<file path="src/rtl/m2_pkg.sv">
// Shared definitions for the Milestone 2 block scheduler.
// Contents: FSM state type, block-count constants, and sub-unit mask helpers.
// No logic here; imported by the scheduler and its phase tracker.
package m2_pkg;

  // Lives next to the other state typedefs in define_state.h.
  typedef enum logic [2:0] {
    S_M2_IDLE,
    S_M2_LI_FS,
    S_M2_LI_CT,
    S_M2_MEGA_A,
    S_M2_MEGA_B,
    S_M2_LO_CS,
    S_M2_LO_WS,
    S_M2_DONE
  } M2_state_type;

  // 40x30 Y blocks plus 20x30 blocks for each of U and V.
  localparam int unsigned Y_BLOCKS               = 1200;
  localparam int unsigned UV_BLOCKS              = 600;
  localparam int unsigned NUM_BLOCKS_DEFAULT     = Y_BLOCKS + 2 * UV_BLOCKS;
  localparam int unsigned TIMEOUT_CYCLES_DEFAULT = 1023;
  localparam int unsigned PHASE_CNT_W            = 10;

  // Bit positions of the four sub-units in every unit mask.
  localparam int UNIT_FS = 0;
  localparam int UNIT_CT = 1;
  localparam int UNIT_CS = 2;
  localparam int UNIT_WS = 3;

  typedef logic [3:0] unit_mask_t;

  // Sub-units that run during a given phase; empty for IDLE and DONE.
  function automatic unit_mask_t phase_units(input M2_state_type s);
    unit_mask_t m;
    m = '0;
    case (s)
      S_M2_LI_FS:  m[UNIT_FS] = 1'b1;
      S_M2_LI_CT:  m[UNIT_CT] = 1'b1;
      S_M2_MEGA_A: begin
        m[UNIT_CS] = 1'b1;
        m[UNIT_FS] = 1'b1;
      end
      S_M2_MEGA_B: begin
        m[UNIT_CT] = 1'b1;
        m[UNIT_WS] = 1'b1;
      end
      S_M2_LO_CS:  m[UNIT_CS] = 1'b1;
      S_M2_LO_WS:  m[UNIT_WS] = 1'b1;
      default:     m = '0;
    endcase
    return m;
  endfunction

endpackage

</file>
<file path="src/rtl/m2_phase_tracker.sv">
// Collects done flags of the sub-units taking part in the current phase and
// counts how long the phase has lasted.
// Latency: a done sampled at edge n shows in phase_complete_o during cycle n+1.
// Flow control: none; done inputs are level flags, the tracker never stalls.
// Ports:
//   clk_i, rst_i      clock, synchronous active-high reset
//   clear_i           phase-entry cycle: drop flags, restart cycle count
//   active_i          a phase with participating units is in progress
//   mask_i            participating units (FS, CT, CS, WS bit order)
//   done_i            raw level done flags from the sub-units
//   phase_complete_o  every participating unit has reported done
//   cycle_cnt_o       cycles spent in the phase so far (saturating)
module m2_phase_tracker
  import m2_pkg::*;
#(
  parameter int unsigned CNT_W = PHASE_CNT_W
) (
  input  logic             clk_i,
  input  logic             rst_i,
  input  logic             clear_i,
  input  logic             active_i,
  input  unit_mask_t       mask_i,
  input  unit_mask_t       done_i,
  output logic             phase_complete_o,
  output logic [CNT_W-1:0] cycle_cnt_o
);

  unit_mask_t       flags_q, flags_d;
  logic [CNT_W-1:0] cnt_q, cnt_d;

  always_comb begin
    flags_d = flags_q;
    cnt_d   = cnt_q;
    if (clear_i) begin
      // Sub-units still show the previous job's done while their start
      // pulse is high, so nothing is latched in the entry cycle.
      flags_d = '0;
      cnt_d   = {{(CNT_W-1){1'b0}}, 1'b1};
    end else if (active_i) begin
      flags_d = flags_q | (done_i & mask_i);
      if (cnt_q != {CNT_W{1'b1}}) begin
        cnt_d = cnt_q + 1'b1;
      end
    end
  end

  always_ff @(posedge clk_i) begin
    if (rst_i) begin
      flags_q <= '0;
      cnt_q   <= '0;
    end else begin
      flags_q <= flags_d;
      cnt_q   <= cnt_d;
    end
  end

  // Flags are stale from the previous phase during the entry cycle.
  assign phase_complete_o = active_i && !clear_i && ((flags_q & mask_i) == mask_i);
  assign cycle_cnt_o      = cnt_q;

endmodule

</file>
<file path="src/rtl/m2_block_scheduler.sv">
// Milestone 2 sequencer: runs fetch S' (FS), compute T (CT), compute S (CS)
// and write S (WS) over every 8x8 block in the two-phase mega-state pipeline,
// and multiplexes the single SRAM port between FS reads and WS writes.
// Latency: a phase ends one cycle after its last participating done is
// sampled; the next phase's start pulses follow on the next edge.
// Flow control: start/done handshakes only; a phase waits indefinitely for
// its units, with a sticky error flag once it exceeds TIMEOUT_CYCLES.
// Ports:
//   CLOCK_50_I, Reset            clock, synchronous active-high reset
//   M2_start / M2_done           frame start pulse (idle only) / completion pulse
//   M2_error                     sticky phase timeout flag
//   block_index                  block currently in CS/WS
//   {FS,CT,CS,WS}_start/_done    sub-unit start pulses / level done flags
//   FS_SRAM_address              FS read address
//   WS_SRAM_address/_we_n        WS write address and write enable
//   SRAM_address, SRAM_we_n      shared SRAM port
module m2_block_scheduler
  import m2_pkg::*;
#(
  parameter int unsigned NUM_BLOCKS     = NUM_BLOCKS_DEFAULT,
  parameter int unsigned TIMEOUT_CYCLES = TIMEOUT_CYCLES_DEFAULT
) (
  input  logic        CLOCK_50_I,
  input  logic        Reset,
  input  logic        M2_start,
  output logic        M2_done,
  output logic        M2_error,
  output logic [11:0] block_index,
  output logic        FS_start,
  output logic        CT_start,
  output logic        CS_start,
  output logic        WS_start,
  input  logic        FS_done,
  input  logic        CT_done,
  input  logic        CS_done,
  input  logic        WS_done,
  input  logic [17:0] FS_SRAM_address,
  input  logic [17:0] WS_SRAM_address,
  input  logic        WS_SRAM_we_n,
  output logic [17:0] SRAM_address,
  output logic        SRAM_we_n
);

  localparam logic [11:0]            LAST_IDX    = 12'(NUM_BLOCKS - 1);
  localparam logic [PHASE_CNT_W-1:0] TIMEOUT_CNT = PHASE_CNT_W'(TIMEOUT_CYCLES);

  M2_state_type           state_q, state_d;
  logic [11:0]            block_index_q, block_index_d;
  unit_mask_t             start_q, start_d;
  logic                   done_q, done_d;
  logic                   error_q, error_d;

  unit_mask_t             phase_mask;
  unit_mask_t             done_vec;
  logic                   phase_active;
  logic                   phase_entry;
  logic                   phase_complete;
  logic [PHASE_CNT_W-1:0] phase_cnt;

  assign phase_mask   = phase_units(state_q);
  assign phase_active = |phase_mask;
  // Start pulses are high exactly in the first cycle of a phase.
  assign phase_entry  = |start_q;

  always_comb begin
    done_vec          = '0;
    done_vec[UNIT_FS] = FS_done;
    done_vec[UNIT_CT] = CT_done;
    done_vec[UNIT_CS] = CS_done;
    done_vec[UNIT_WS] = WS_done;
  end

  m2_phase_tracker #(
    .CNT_W (PHASE_CNT_W)
  ) u_phase_tracker (
    .clk_i            (CLOCK_50_I),
    .rst_i            (Reset),
    .clear_i          (phase_entry),
    .active_i         (phase_active),
    .mask_i           (phase_mask),
    .done_i           (done_vec),
    .phase_complete_o (phase_complete),
    .cycle_cnt_o      (phase_cnt)
  );

  // Next-state logic.
  always_comb begin
    state_d       = state_q;
    block_index_d = block_index_q;
    case (state_q)
      S_M2_IDLE: begin
        if (M2_start) state_d = S_M2_LI_FS;
      end
      S_M2_LI_FS: begin
        if (phase_complete) state_d = S_M2_LI_CT;
      end
      S_M2_LI_CT: begin
        if (phase_complete) state_d = (NUM_BLOCKS == 1) ? S_M2_LO_CS : S_M2_MEGA_A;
      end
      S_M2_MEGA_A: begin
        if (phase_complete) state_d = S_M2_MEGA_B;
      end
      S_M2_MEGA_B: begin
        if (phase_complete) begin
          block_index_d = block_index_q + 12'd1;
          state_d       = (block_index_q + 12'd1 == LAST_IDX) ? S_M2_LO_CS : S_M2_MEGA_A;
        end
      end
      S_M2_LO_CS: begin
        if (phase_complete) state_d = S_M2_LO_WS;
      end
      S_M2_LO_WS: begin
        if (phase_complete) state_d = S_M2_DONE;
      end
      S_M2_DONE: begin
        state_d       = S_M2_IDLE;
        block_index_d = '0;
      end
      default: begin
        state_d       = S_M2_IDLE;
        block_index_d = '0;
      end
    endcase
  end

  // Registered pulses and the sticky error flag.
  always_comb begin
    start_d = '0;
    if (state_d != state_q) begin
      start_d = phase_units(state_d);
    end
    done_d  = (state_d == S_M2_DONE) && (state_q != S_M2_DONE);
    error_d = error_q;
    // The count is stale during the entry cycle, so it is not judged then.
    if (phase_active && !phase_entry && (phase_cnt >= TIMEOUT_CNT)) begin
      error_d = 1'b1;
    end
  end

  always_ff @(posedge CLOCK_50_I) begin
    if (Reset) begin
      state_q       <= S_M2_IDLE;
      block_index_q <= '0;
      start_q       <= '0;
      done_q        <= 1'b0;
      error_q       <= 1'b0;
    end else begin
      state_q       <= state_d;
      block_index_q <= block_index_d;
      start_q       <= start_d;
      done_q        <= done_d;
      error_q       <= error_d;
    end
  end

  // SRAM port: FS owns it while fetching, WS while writing back.
  always_comb begin
    SRAM_address = '0;
    SRAM_we_n    = 1'b1;
    case (state_q)
      S_M2_LI_FS, S_M2_MEGA_A: begin
        SRAM_address = FS_SRAM_address;
      end
      S_M2_MEGA_B, S_M2_LO_WS: begin
        SRAM_address = WS_SRAM_address;
        SRAM_we_n    = WS_SRAM_we_n;
      end
      default: begin
        SRAM_address = '0;
        SRAM_we_n    = 1'b1;
      end
    endcase
  end

  assign FS_start    = start_q[UNIT_FS];
  assign CT_start    = start_q[UNIT_CT];
  assign CS_start    = start_q[UNIT_CS];
  assign WS_start    = start_q[UNIT_WS];
  assign M2_done     = done_q;
  assign M2_error    = error_q;
  assign block_index = block_index_q;

endmodule

</file>
<file path="config.mk">
export PLATFORM = sky130hd
export DESIGN_NAME = m2_block_scheduler
export DESIGN_NICKNAME = d
export VERILOG_FILES = /design/src/rtl/m2_pkg.sv /design/src/rtl/m2_phase_tracker.sv /design/src/rtl/m2_block_scheduler.sv
export SDC_FILE = /design/constraint.sdc
export NUM_CORES = 1
export LEC_CHECK = 0
export BUFFER_PORTS_ARGS = -buffer_cell sky130_fd_sc_hd__buf_2
export CORE_UTILIZATION = 40
export CTS_CLUSTER_SIZE = 16
export DETAILED_ROUTE_END_ITERATION = 6
export PLACE_DENSITY_LB_ADDON = 0.25
export SLEW_MARGIN = 10
export SYNTH_ARGS = -nofsm -noshare
export SYNTH_HDL_FRONTEND = slang
export SYNTH_SLANG_ARGS = --single-unit
</file>
<file path="constraint.sdc">
create_clock -name CLOCK_50_I -period 4.45 [get_ports CLOCK_50_I]
set_input_delay 0.6675 -clock CLOCK_50_I [delete_from_list [all_inputs] [get_ports CLOCK_50_I]]
set_output_delay 0.6675 -clock CLOCK_50_I [all_outputs]
set_load 0.01 [all_outputs]
</file>
After elaboration in Yosys (flattened, before gate mapping):

Cells that the tools add are included.

* add/sub/neg operators: 2
* $lt $le $gt $ge: 1
* equal/unequal tests: 20
* multiplexer cells: 24
* bitwise operators: 4
* reductions and logical operators: 24

Operators by type and width (number)
* case mux 18 bit (2 select lines): 1
* equality test 3 bit (second input constant): 8
* 2-to-1 mux 3 bit: 8
* case mux 12 bit (2 select lines): 1
* case mux 3 bit (8 select lines): 1
* OR reduction 2 bit: 9
* adder 12 x 1 -> 12 bit (second input constant): 1
* equality test 12 bit (second input constant): 1
* equality test 3 x 2 -> 1 bit (second input constant): 4
* 2-to-1 mux 1 bit: 12
* 2-to-1 mux 12 bit: 1
* adder 10 x 1 -> 10 bit (second input constant): 1
* >= comparator 10 bit (second input constant): 1
* inequality test 10 bit (second input constant): 1
* AND 4 bit: 2
* OR reduction 4 bit: 2
* equality test 3 x 1 -> 1 bit (second input constant): 2
* AND reduction 2 bit: 3
* nonzero test 2 bit: 3
* OR reduction 5 bit: 1
* equality test 4 bit: 1
* logical AND 1 bit: 4
* OR 4 bit: 1
* logical NOT 3 bit: 1
* 5 further kinds: 5

* flip-flop bits (word level): 35
* output and inout bits: 37
* word-level logic and storage cells: 83

Logic depth before layout (Yosys ltp):

Gate-level depths: netlist of the first run.

* depth after elaboration: 11
* mapped depth: 8

Modules after synthesis:

Synthesis of the first run repeated with hierarchy kept, for this count alone.

* cell total of the unflattened synthesis: 258
* area total of the unflattened synthesis: 2082.0 sq um

By module, submodules not included
* m2_block_scheduler: instances 1, cells an instance 180, area each 1400.1 sq um, seq. area each 420.4 sq um
* m2_phase_tracker: instances 1, cells an instance 78, area each 681.9 sq um, seq. area each 280.3 sq um

Worst setup path after synthesis of the first run:

OpenSTA, ideal clock, no wires.

* path kind: register to output
* from: register state_q[0]
* to: output SRAM_address[0]
* arrival time: 1.394 ns
* data required time: 3.783 ns
* slack: 2.388 ns
* stages on the path, launching flop included: 6
* path buffers: 2
* path through: dfxtp_1 buf_6 inv_1 nor2_1 clkbuf_1 a22o_1

* longest elaborated chain between the ends: 3
* elaborated cells on any way between the ends: 7

RTL lines
* from (decl): line m2_block_scheduler.sv:47 `M2_state_type state_q, state_d;`
* from (signal assigned): line m2_block_scheduler.sv:148 `state_q <= state_d;`
* equality test 3 bit (tied with other cells): line m2_block_scheduler.sv:160 `case (state_q)`
* OR reduction 2 bit (no line)
* case mux 18 bit (2 select lines) (*): line m2_block_scheduler.sv:160
* to (decl): line m2_block_scheduler.sv:40 `output logic [17:0] SRAM_address,`

Mark *: on every way between the ends. The rest lies on a longest branch, timed or not.

Worst setup path in the final report of the first run:

* from: register state_q[0]
* to: output SRAM_address[5]

Same word-level chain as after synthesis.

==> key figures, run 1 <==
Clocking
  • Hold-fix buffers, CTS: 0
  • H-tree levels: 2
  • Cts bufs inserted: 5
  • Sink Count: 35
  • TritonCTS clock tree: built
  • Clock Latency Late Sink: about 0.29 ns
  • Clock slew at reported path FFs: 0.07 ns
  • Setup bufs post-CTS: 0
  • Max clock buf depth: 2
  • CTS root buf: clkbuf_8
  • Post_cts resized: 0

Setup path
  • Worst Setup End Kind: output pin
  • CP top delay family: simple AND/OR/NAND/NOR gates
  • Slowest cell on the critical path: nor2_1
  • Startpoint type of the worst setup path: flip-flop
  • Slowest stage delay, CP: about 0.92 ns
  • Worst Path Buf+Inv: 2
  • WP data arrival: 2.47 ns
  • Crit-path max FO: 19
  • CP Cell Sequence: inv_1, nor2_1, a22o_1, buf_2
  • Required time of the critical path: 3.78 ns
  • CP Class: flip-flop to output pin

STA
  • Final setup viols: 0
  • Clk_skew: roughly 0.0093 ns
  • Worst-Margin Slew: 1.15 ns
  • Final hold violation count: 0
  • RSZ-0062 raised after global routing: no
  • Setup TNS: 0 ns
  • Final period utilization: 0.706
  • Min Tclk post-route: 3.14 ns
  • Final WS setup: 1.31 ns
  • Fmax: 318 MHz
  • Slew margin rel.: 0.234
  • Final Slew Violations: 0

Floorplanning
  • Chip height: 73.3 µm
  • Starting density of the core: 0.423
  • Cell row count: 25
  • Total core area: slightly below 5000 µm²
  • Die area: 5380 µm²
  • I/O pins: 81
  • Die W: 73.3 µm

Layout
  • Ant diodes: 0
  • Final Core Density: 0.523
  • NumNets Final: 363
  • Area grow syn2layout: 23.8%
  • Most frequent cells in the layout: buf_2, dfxtp_1, nor2_1, a22o_1, a21oi_1
  • Layout cells sized above 1: 0.307
  • Most common cell after layout, fill and taps aside: buf_2
  • Layout fillers: 472

Route
  • Total number of vias: a little over 2k
  • Routed wire length: 4990 µm
  • DR pass1 iterations: 4
  • Antenna Nets Post-Route: 0
  • DR WL/cell: 13.0 µm
  • Detailed-route vias per instance: 5.41
  • Initial DRC count: 120
  • DRC: 0

GRT
  • Antenna violations before repair: 0
  • Vias in the first global route: 1782
  • Largest net degree at the start of global routing: 22
  • Grt total ovfl: 0
  • First-pass GRT wire length: just over 8000 µm
  • All-layer global routing usage: 0.197

Run
  • Max-cap viol count: 0

Status
  • Status: complete, no violations

Power and ir drop
  • VDD IR max: 205 µV
  • Leakage: 1.10 nW
  • Power share of the clock group: 0.241
  • Flop pwr share: 0.396
  • Final Power: just under 1 mW
  • Internal power: 613 µW
  • Combinational power share: 0.363
  • Psw: around 350 µW
  • Sw Ratio: 0.362
  • Cell Pwr Density: 382 nW/µm²

Synth
  • Most common flop cell mapped by yosys: dfxtp_1
  • Synth Cell Area: 2040 µm²
  • Syn avg cell area: 8.31 µm²
  • Async SR Flop Fraction: 0
  • Register area share after synthesis: 0.344
  • Post-synth EDFFs: 0
  • Cell variety after synth: 48
  • Synthesis Warnings: 0
  • Syn Nets: 292
  • Synthesized instance count: 245
  • Flops & latches, synth: 35
  • Most area-consuming cells after synthesis: dfxtp_1, a22o_1, nor2_1, a21oi_1, xor2_1
  • Top cell type's share of synthesized area: 0.344
  • Leading area contributor after synthesis: dfxtp_1

Worst hold path
  • Worst hold path type: flip-flop to flip-flop

Placement
  • Port Buffers: 80
  • Post-DP HPWL: 3720 µm
  • Pre-CTS setup slack: ~1.7 ns
  • Routability Congestion: 0.805
[flip-flops by register name (all words and copies together) (netlist names)]
name,count
M2_done,1
u_phase_tracker.cycle_cnt_o,10
start_q,4
M2_error,1
block_index,12
u_phase_tracker.flags_q,4
state_q,3
[final cells by class]
class | instances | area, µm² | share of cell area
inverters | 4 | 15.0 | 0.00596
flip-flops and latches | 35 | 701 | 0.278
well taps | 67 | 83.8 | 0.0333
clock inverters | 1 | 5.00 | 0.00199
clock buffers | 6 | 82.6 | 0.0328
repair buffers | 81 | 408 | 0.162
multi-input cells | 189 | 1220 | 0.486
[per-stage QoR]
step           area (µm²)  instances  hold WS [ns]
2_1_floorplan        2040        245         0.431
3_3_place_gp         2430        376         0.451
3_5_place_dp         2430        376         0.458
4_1_cts              2520        383         0.475
5_1_grt              2520        383         0.508
6_report             2520        383         0.481
[power groups by stage]
| stage | clock network, mW | logic [mW] | registers (mW) |
|---|---|---|---|
| floorplan | 0 | 0.286 | 0.360 |
| global placement | 0 | 0.343 | 0.384 |
| detailed placement | 0 | 0.346 | 0.385 |
| CTS | 0.242 | 0.350 | 0.379 |
| global route | 0.257 | 0.388 | 0.386 |
| finish | 0.232 | 0.349 | 0.380 |
[synth_stat cells, types with 6 or more instances]
library cell	instances
xor2_1	9
dfxtp_1	35
nand3_1	8
nand2_1	9
a22o_1	18
clkbuf_1	7
a31oi_1	6
nor2_1	31
a211oi_1	8
buf_2	6
nand4_1	9
and3_1	6
a21oi_1	16
o21ai_0	9
[worst reg2reg max path, stage by stage, from the launching register on]
cell and delay, ns:
dfxtp_1 0.47, ha_1 0.31, nand4_1 0.20, o32ai_1 0.27, a32oi_1 0.09, a211oi_1 0.29
o211ai_1 0.23, a31o_2 0.27
[kinds of logic after synthesis]
group	synth area share
AOI/OAI and AO/OA	0.227
muxes	0.0104
DFF	0.344
and+or+nand+nor	0.285
buffers and inverters	0.0541
adders and majority gates	0.0184
xor gates and xnor gates	0.0602
[layer usage]
| metal | track usage | up-vias | wire, µm |
|---|---|---|---|
| li1 | - | 1047 | - |
| met1 | 0.260 | 931 | 2280 |
| met2 | 0.318 | 86 | 2300 |
| met3 | 0.0466 | 7 | 329 |
| met4 | 0.0641 | 0 | 80 |
| met5 | 0 | - | 0 |
[final timing paths]
kind	start	endpoint	slack (ns)	cells after the start
max reg2reg	block_index[0]	start_q[0]	2.21	7
max	state_q[0]	SRAM_address[5]	1.31	4
min	u_phase_tracker.flags_q[1]	u_phase_tracker.flags_q[1]	0.48	2
min reg2reg	u_phase_tracker.flags_q[1]	u_phase_tracker.flags_q[1]	0.48	2
Note: power is estimated with default switching activity, not from simulation.
==> run 2: changes to the inputs <==
- clock period: 4.45 -> 2.9 ns (I/O delays scaled with it)
==> key figures, run 2 (synthesized netlist as in run 1, its figures left out) <==
Setup path
  • Worst Setup End Kind: output pin
  • CP Class: flip-flop to output pin
  • WP data arrival: 1.90 ns (-0.57 ns)
  • Cell count of the worst reg-to-reg path: 7 (unchanged)
  • Crit-path max FO: 19 (unchanged)
  • Startpoint type of the worst setup path: flip-flop
  • Required time of the critical path: 2.47 ns (-1.31 ns)

STA
  • Setup TNS: 0 ns (unchanged)
  • Slew margin rel.: 0.607 (+0.373)
  • Final period utilization: 0.806
  • Min Tclk post-route: between 2 and 2.5 ns
  • Worst-Margin Slew: 0.586 ns (-0.560 ns)
  • Clk_skew: 0.00393 ns (-0.00537 ns)
  • Fmax: approximately 430 MHz
  • Final setup viols: 0 (unchanged)
  • Final Slew Violations: 0 (unchanged)
  • Final WS setup: 0.563 ns (-0.745 ns)
  • Final hold violation count: 0 (unchanged)
  • RSZ-0062 raised after global routing: no

Worst hold path
  • Worst hold path type: input pin to flip-flop
  • Worst Hold Depth: 3 (+1)

Power and ir drop
  • Leakage: 1.12 nW (+2.1%)
  • Final Power: 1.67 mW (+73%)
  • VDD IR max: 437 µV (+110%)
  • Cell Pwr Density: 646 nW/µm² (+69%)

Clocking
  • Sink Count: 35 (unchanged)
  • Max clock buf depth: 2 (unchanged)
  • Clock Latency Late Sink: 0.29 ns (about the same)
  • Post_cts resized: 0 (unchanged)
  • H-tree levels: 2 (unchanged)
  • Hold-fix buffers, CTS: 0 (unchanged)
  • TritonCTS clock tree: built
  • Clock slew at reported path FFs: 0.08 ns (about the same)
  • Cts bufs inserted: 5 (unchanged)
  • CTS root buf: clkbuf_8
  • Setup bufs post-CTS: 0 (unchanged)

Placement
  • Pre-CTS setup slack: 0.705 ns (-0.957 ns)
  • Routability Congestion: 0.814 (+1.1%)
  • Port Buffers: 80 (unchanged)
  • Post-DP HPWL: 3580 µm (-3.8%)

Route
  • DR WL/cell: 12.9 µm (-1.2%)
  • Total number of vias: 2057 (-0.68%)
  • DRC: 0 (unchanged)
  • Routed wire length: 4950 µm (-0.68%)
  • Detailed-route vias per instance: 5.34 (-1.2%)
  • Antenna Nets Post-Route: 0 (unchanged)
  • DR pass1 iterations: 6 (+2)
  • Initial DRC count: 99 (-18%)

Layout
  • Max reg flops: 12 (unchanged)
  • Area grow syn2layout: 26.6%
  • Area of the multi-input gates: 1220 µm² (unchanged)
  • Most common cell after layout, fill and taps aside: buf_2
  • Most frequent cells in the layout: buf_2, dfxtp_1, nor2_1, a22o_1, a21oi_1
  • Register area: 701 µm² (unchanged)
  • Ant diodes: 0 (unchanged)
  • Layout cells sized above 1: 0.311 (+0.00436)
  • Layout fillers: 506 (+7.2%)
  • NumNets Final: 364 (+0.28%)

GRT
  • Antenna violations before repair: 0 (unchanged)
  • Grt total ovfl: 0 (unchanged)
  • Vias in the first global route: 1845 (+3.5%)
  • First-pass GRT wire length: 8080 µm (-0.93%)
  • Largest net degree at the start of global routing: 22 (unchanged)
  • All-layer global routing usage: 0.194 (-0.00363)

Floorplanning
  • Cell row count: 25 (unchanged)
  • Die W: 73.3 µm (unchanged)
  • I/O pins: 81 (unchanged)
  • Total core area: 4820 µm² (unchanged)
  • Die area: 5380 µm² (unchanged)
  • Chip height: 73.3 µm (unchanged)
  • Starting density of the core: 0.423 (unchanged)

Status
  • Status: complete, no violations

Run
  • Max-cap viol count: 0 (unchanged)
==> run 2: path summary, 6_finish.rpt <==
check / startpoint / end / slack (ns)
setup / recovery: state_q[0] / SRAM_address[2] / 0.56
hold / removal: WS_done / u_phase_tracker.flags_q[3] / 0.36
setup reg to reg: block_index[0] / start_q[0] / 0.65
hold reg to reg: u_phase_tracker.flags_q[0] / u_phase_tracker.flags_q[0] / 0.47
==> run 2: area by class of cell <==
cell class	count	share of cell area
timing repair buffer	82	0.161
clock inverter	3	0.0262
clock buffer	5	0.0267
tap	67	0.0325
sequential	35	0.272
inverter	4	0.00583
multi-input combinational	189	0.475
==> run 2: per-stage QoR <==
stage | utilization | instance area [µm²] | hold slack, ns | instances
final | 0.535 | 2580 | 0.362 | 385
after global routing | 0.535 | 2580 | 0.389 | 385
after CTS | 0.535 | 2580 | 0.362 | 385
after detailed placement | 0.506 | 2440 | 0.459 | 377
after global placement | 0.506 | 2440 | 0.446 | 377
after floorplan | - | 2040 | 0.431 | 245
==> run 2: power breakdown <==
group / switching (mW) / internal (mW)
combinational: 0.302 / 0.244
clock: 0.194 / 0.343
sequential: 0.0660 / 0.517
total: 0.562 / 1.10
==> run 2: layer usage <==
metal / wire (µm) / share of wire / vias to the layer above / global-route usage
met4: 108 / 0.022 / 0 / 0.0812
met3: 283 / 0.057 / 10 / 0.0453
met2: 2200 / 0.44 / 83 / 0.324
met5: 0 / 0 / - / 0
met1: 2360 / 0.48 / 913 / 0.238
li1: - / - / 1051 / -
==> run 2: critical path, cell delays in order (launching register included) <==
cell and delay (ns):
dfxtp_1 0.68, inv_1 0.22, nor2_1 0.15, buf_4 0.23
a22o_1 0.18, buf_2 0.14
==> run 3: changes to the inputs <==
- clock period: 2.9 -> 2 ns (I/O delays scaled with it)
==> key figures, run 3 (synthesized netlist as in run 1, its figures left out) <==
Layout
  • Layout cells sized above 1: 0.363 (+0.0512)
  • Final instance area: 2710 µm² (+5.3%)
  • Layout fillers: 472 (-6.7%)
  • Most common cell after layout, fill and taps aside: buf_2
  • Max reg flops: 12 (unchanged)
  • Area of the multi-input gates: 1250 µm² (+2.3%)
  • Area grow syn2layout: 33.3%
  • Register area: 704 µm² (+0.54%)
  • NumNets Final: 377 (+3.6%)
  • Ant diodes: 0 (unchanged)
  • Most frequent cells in the layout: buf_2, dfxtp_1, nor2_1, a22o_1, a21oi_1

Route
  • Antenna Nets Post-Route: 0 (unchanged)
  • Detailed-route vias per instance: 5.45 (+2.0%)
  • Total number of vias: 2168 (+5.4%)
  • Routed wire length: 5240 µm (+5.8%)
  • DR pass1 iterations: 5 (-1)
  • DR WL/cell: 13.2 µm (+2.3%)
  • Initial DRC count: 170 (+72%)
  • DRC: 0 (unchanged)

Clocking
  • Sink Count: 35 (unchanged)
  • Clock slew at reported path FFs: 0.08 ns (about the same)
  • TritonCTS clock tree: built
  • Setup bufs post-CTS: 0 (unchanged)
  • Max clock buf depth: 2 (unchanged)
  • Clock Latency Late Sink: 0.29 ns (about the same)
  • CTS root buf: clkbuf_8
  • Cts bufs inserted: 5 (unchanged)
  • H-tree levels: 2 (unchanged)

Run
  • Max-cap viol count: 0 (unchanged)

GRT
  • All-layer global routing usage: 0.212 (+0.0182)
  • Busiest grt layer: met2
  • Met1 Usage GRT: 0.272 (+0.0332)
  • First-pass GRT wire length: 8790 µm (+8.8%)
  • Antenna violations before repair: 0 (unchanged)
  • Vias in the first global route: 1886 (+2.2%)
  • Global Route met2 Usage: 0.356 (+0.0319)
  • Grt total ovfl: 0 (unchanged)
  • Largest net degree at the start of global routing: 22 (unchanged)
  • Met3 Usage GRT: 0.0412 (-0.00412)

STA
  • Final hold violation count: 0 (unchanged)
  • Worst-Margin Slew: 0.475 ns (-0.111 ns)
  • Final setup viols: 0 (unchanged)
  • RSZ-0062 raised after global routing: no
  • Slew margin rel.: 0.683 (+0.0769)
  • Setup TNS: 0 ns (unchanged)
  • Clk_skew: 0.00762 ns (+0.00369 ns)
  • Fmax: 524 MHz
  • Final period utilization: 0.954
  • Min Tclk post-route: 1.91 ns
  • Final Slew Violations: 0 (unchanged)

Setup path
  • Worst Setup End Kind: output pin
  • Startpoint type of the worst setup path: flip-flop
  • R2R Path End: start_q[0]
  • Crit-path max FO: 19 (unchanged)
  • Worst reg-to-reg setup slack: 0.19 ns (-0.46 ns)
  • CP Class: flip-flop to output pin
  • Reg2Reg Launch Point: block_index[0]
  • Cell count of the worst reg-to-reg path: 7 (unchanged)
  • WP data arrival: 1.61 ns (-0.29 ns)
  • Required time of the critical path: 1.70 ns (-0.77 ns)

Placement
  • Port Buffers: 80 (unchanged)
  • Routability Congestion: 0.780 (-4.1%)
  • Area after DPL: 2540 µm² (+4.0%)
  • Post-DP HPWL: 3890 µm (+8.8%)

Worst hold path
  • Worst hold path type: input pin to flip-flop
  • Worst Hold Depth: 3 (unchanged)
  • Min-Delay Endpoint: u_phase_tracker.flags_q[0]
  • Min-Delay Startpoint: FS_done

Floorplanning
  • Die W: 73.3 µm (unchanged)
  • Total core area: 4820 µm² (unchanged)
  • Starting density of the core: 0.423 (unchanged)
  • Cell row count: 25 (unchanged)
  • Chip height: 73.3 µm (unchanged)
  • Die area: 5380 µm² (unchanged)
  • I/O pins: 81 (unchanged)

Power and ir drop
  • Psw: 822 µW (+46%)
  • Flop pwr share: 0.331 (-0.019)
  • Sw Ratio: 0.331 (-0.00589)
  • VDD IR max: 598 µV (+37%)
  • Power share of the clock group: 0.312 (-0.010)
  • Leakage: 1.19 nW (+6.2%)
  • Combinational power share: 0.357 (+0.029)
  • Cell Pwr Density: 914 nW/µm² (+41%)
  • Internal power: 1.66 mW (+50%)

Status
  • Status: complete, no violations
-- run 3: cell types whose count changed in the layout (fill, tap and decap cells not counted), moves of 2 or more --
| cell | delta |
|---|---|
| dfxtp_2 | +3 |
| dfxtp_1 | -3 |
| buf_6 | +2 |
| buf_4 | +11 |
-- run 3: cell type report --
type                            count  share of cell area
Clock buffer                        5              0.0254
Clock inverter                      3              0.0249
Inverter                            4             0.00553
Multi-Input combinational cell    189               0.462
Sequential cell                    35               0.260
Tap cell                           67              0.0309
Timing Repair Buffer               95               0.192
-- run 3: power groups by stage --
stage / Clock (mW) / Sequential [mW] / Combinational (mW)
after CTS: 0.784 / 0.818 / 0.873
final: 0.774 / 0.820 / 0.886
after global routing: 0.821 / 0.830 / 0.986
after detailed placement: 0 / 0.830 / 0.869
after global placement: 0 / 0.828 / 0.862
after floorplan: 0 / 0.802 / 0.636
-- run 3: per-layer routing --
metal	part of all wire	up-vias	routed length, µm
met3	0.059	5	307
met5	0	-	0
met4	0.011	0	56
met2	0.49	90	2580
li1	-	1073	-
met1	0.44	1000	2290
-- run 3: worst max-delay path by stage --
stage,depth (start not counted),start,endpoint,slack (ns)
after floorplan,6,block_index[0],start_q[0],0.14
after global routing,6,state_q[0],SRAM_address[2],0.007
final,6,state_q[0],SRAM_address[2],0.09
after detailed placement,7,block_index[1],start_q[0],0.05
after global placement,6,block_index[0],start_q[0],0.08
after CTS,7,block_index[1],start_q[0],0.01
-- run 3: worst max-delay path, cell delays in order (launching register included) --
cell,delay (ns)
dfxtp_2,0.39
buf_4,0.17
inv_1,0.10
nor2_1,0.15
buf_6,0.19
a22o_1,0.17
buf_2,0.13
-- run 3: what timing repair did --
item	CTS	global route
gates resized for setup	2	9
pin swaps	0	1
endpoints found under the setup margin	3	8
hold buffers	0	0
-- run 3: per-stage QoR --
| step | worst slack (ns) | hold WS, ns | power, mW | cells | utilization |
|---|---|---|---|---|---|
| final | 0.0916 | 0.224 | 2.48 | 398 | 0.563 |
| after CTS | 0.0111 | 0.229 | 2.48 | 398 | 0.556 |
| after detailed placement | 0.0519 | 0.455 | 1.70 | 390 | 0.527 |
| after floorplan | 0.141 | 0.431 | 1.44 | 245 | - |
| after global placement | 0.0802 | 0.446 | 1.69 | 390 | 0.527 |
| after global routing | 0.00687 | 0.269 | 2.64 | 398 | 0.563 |
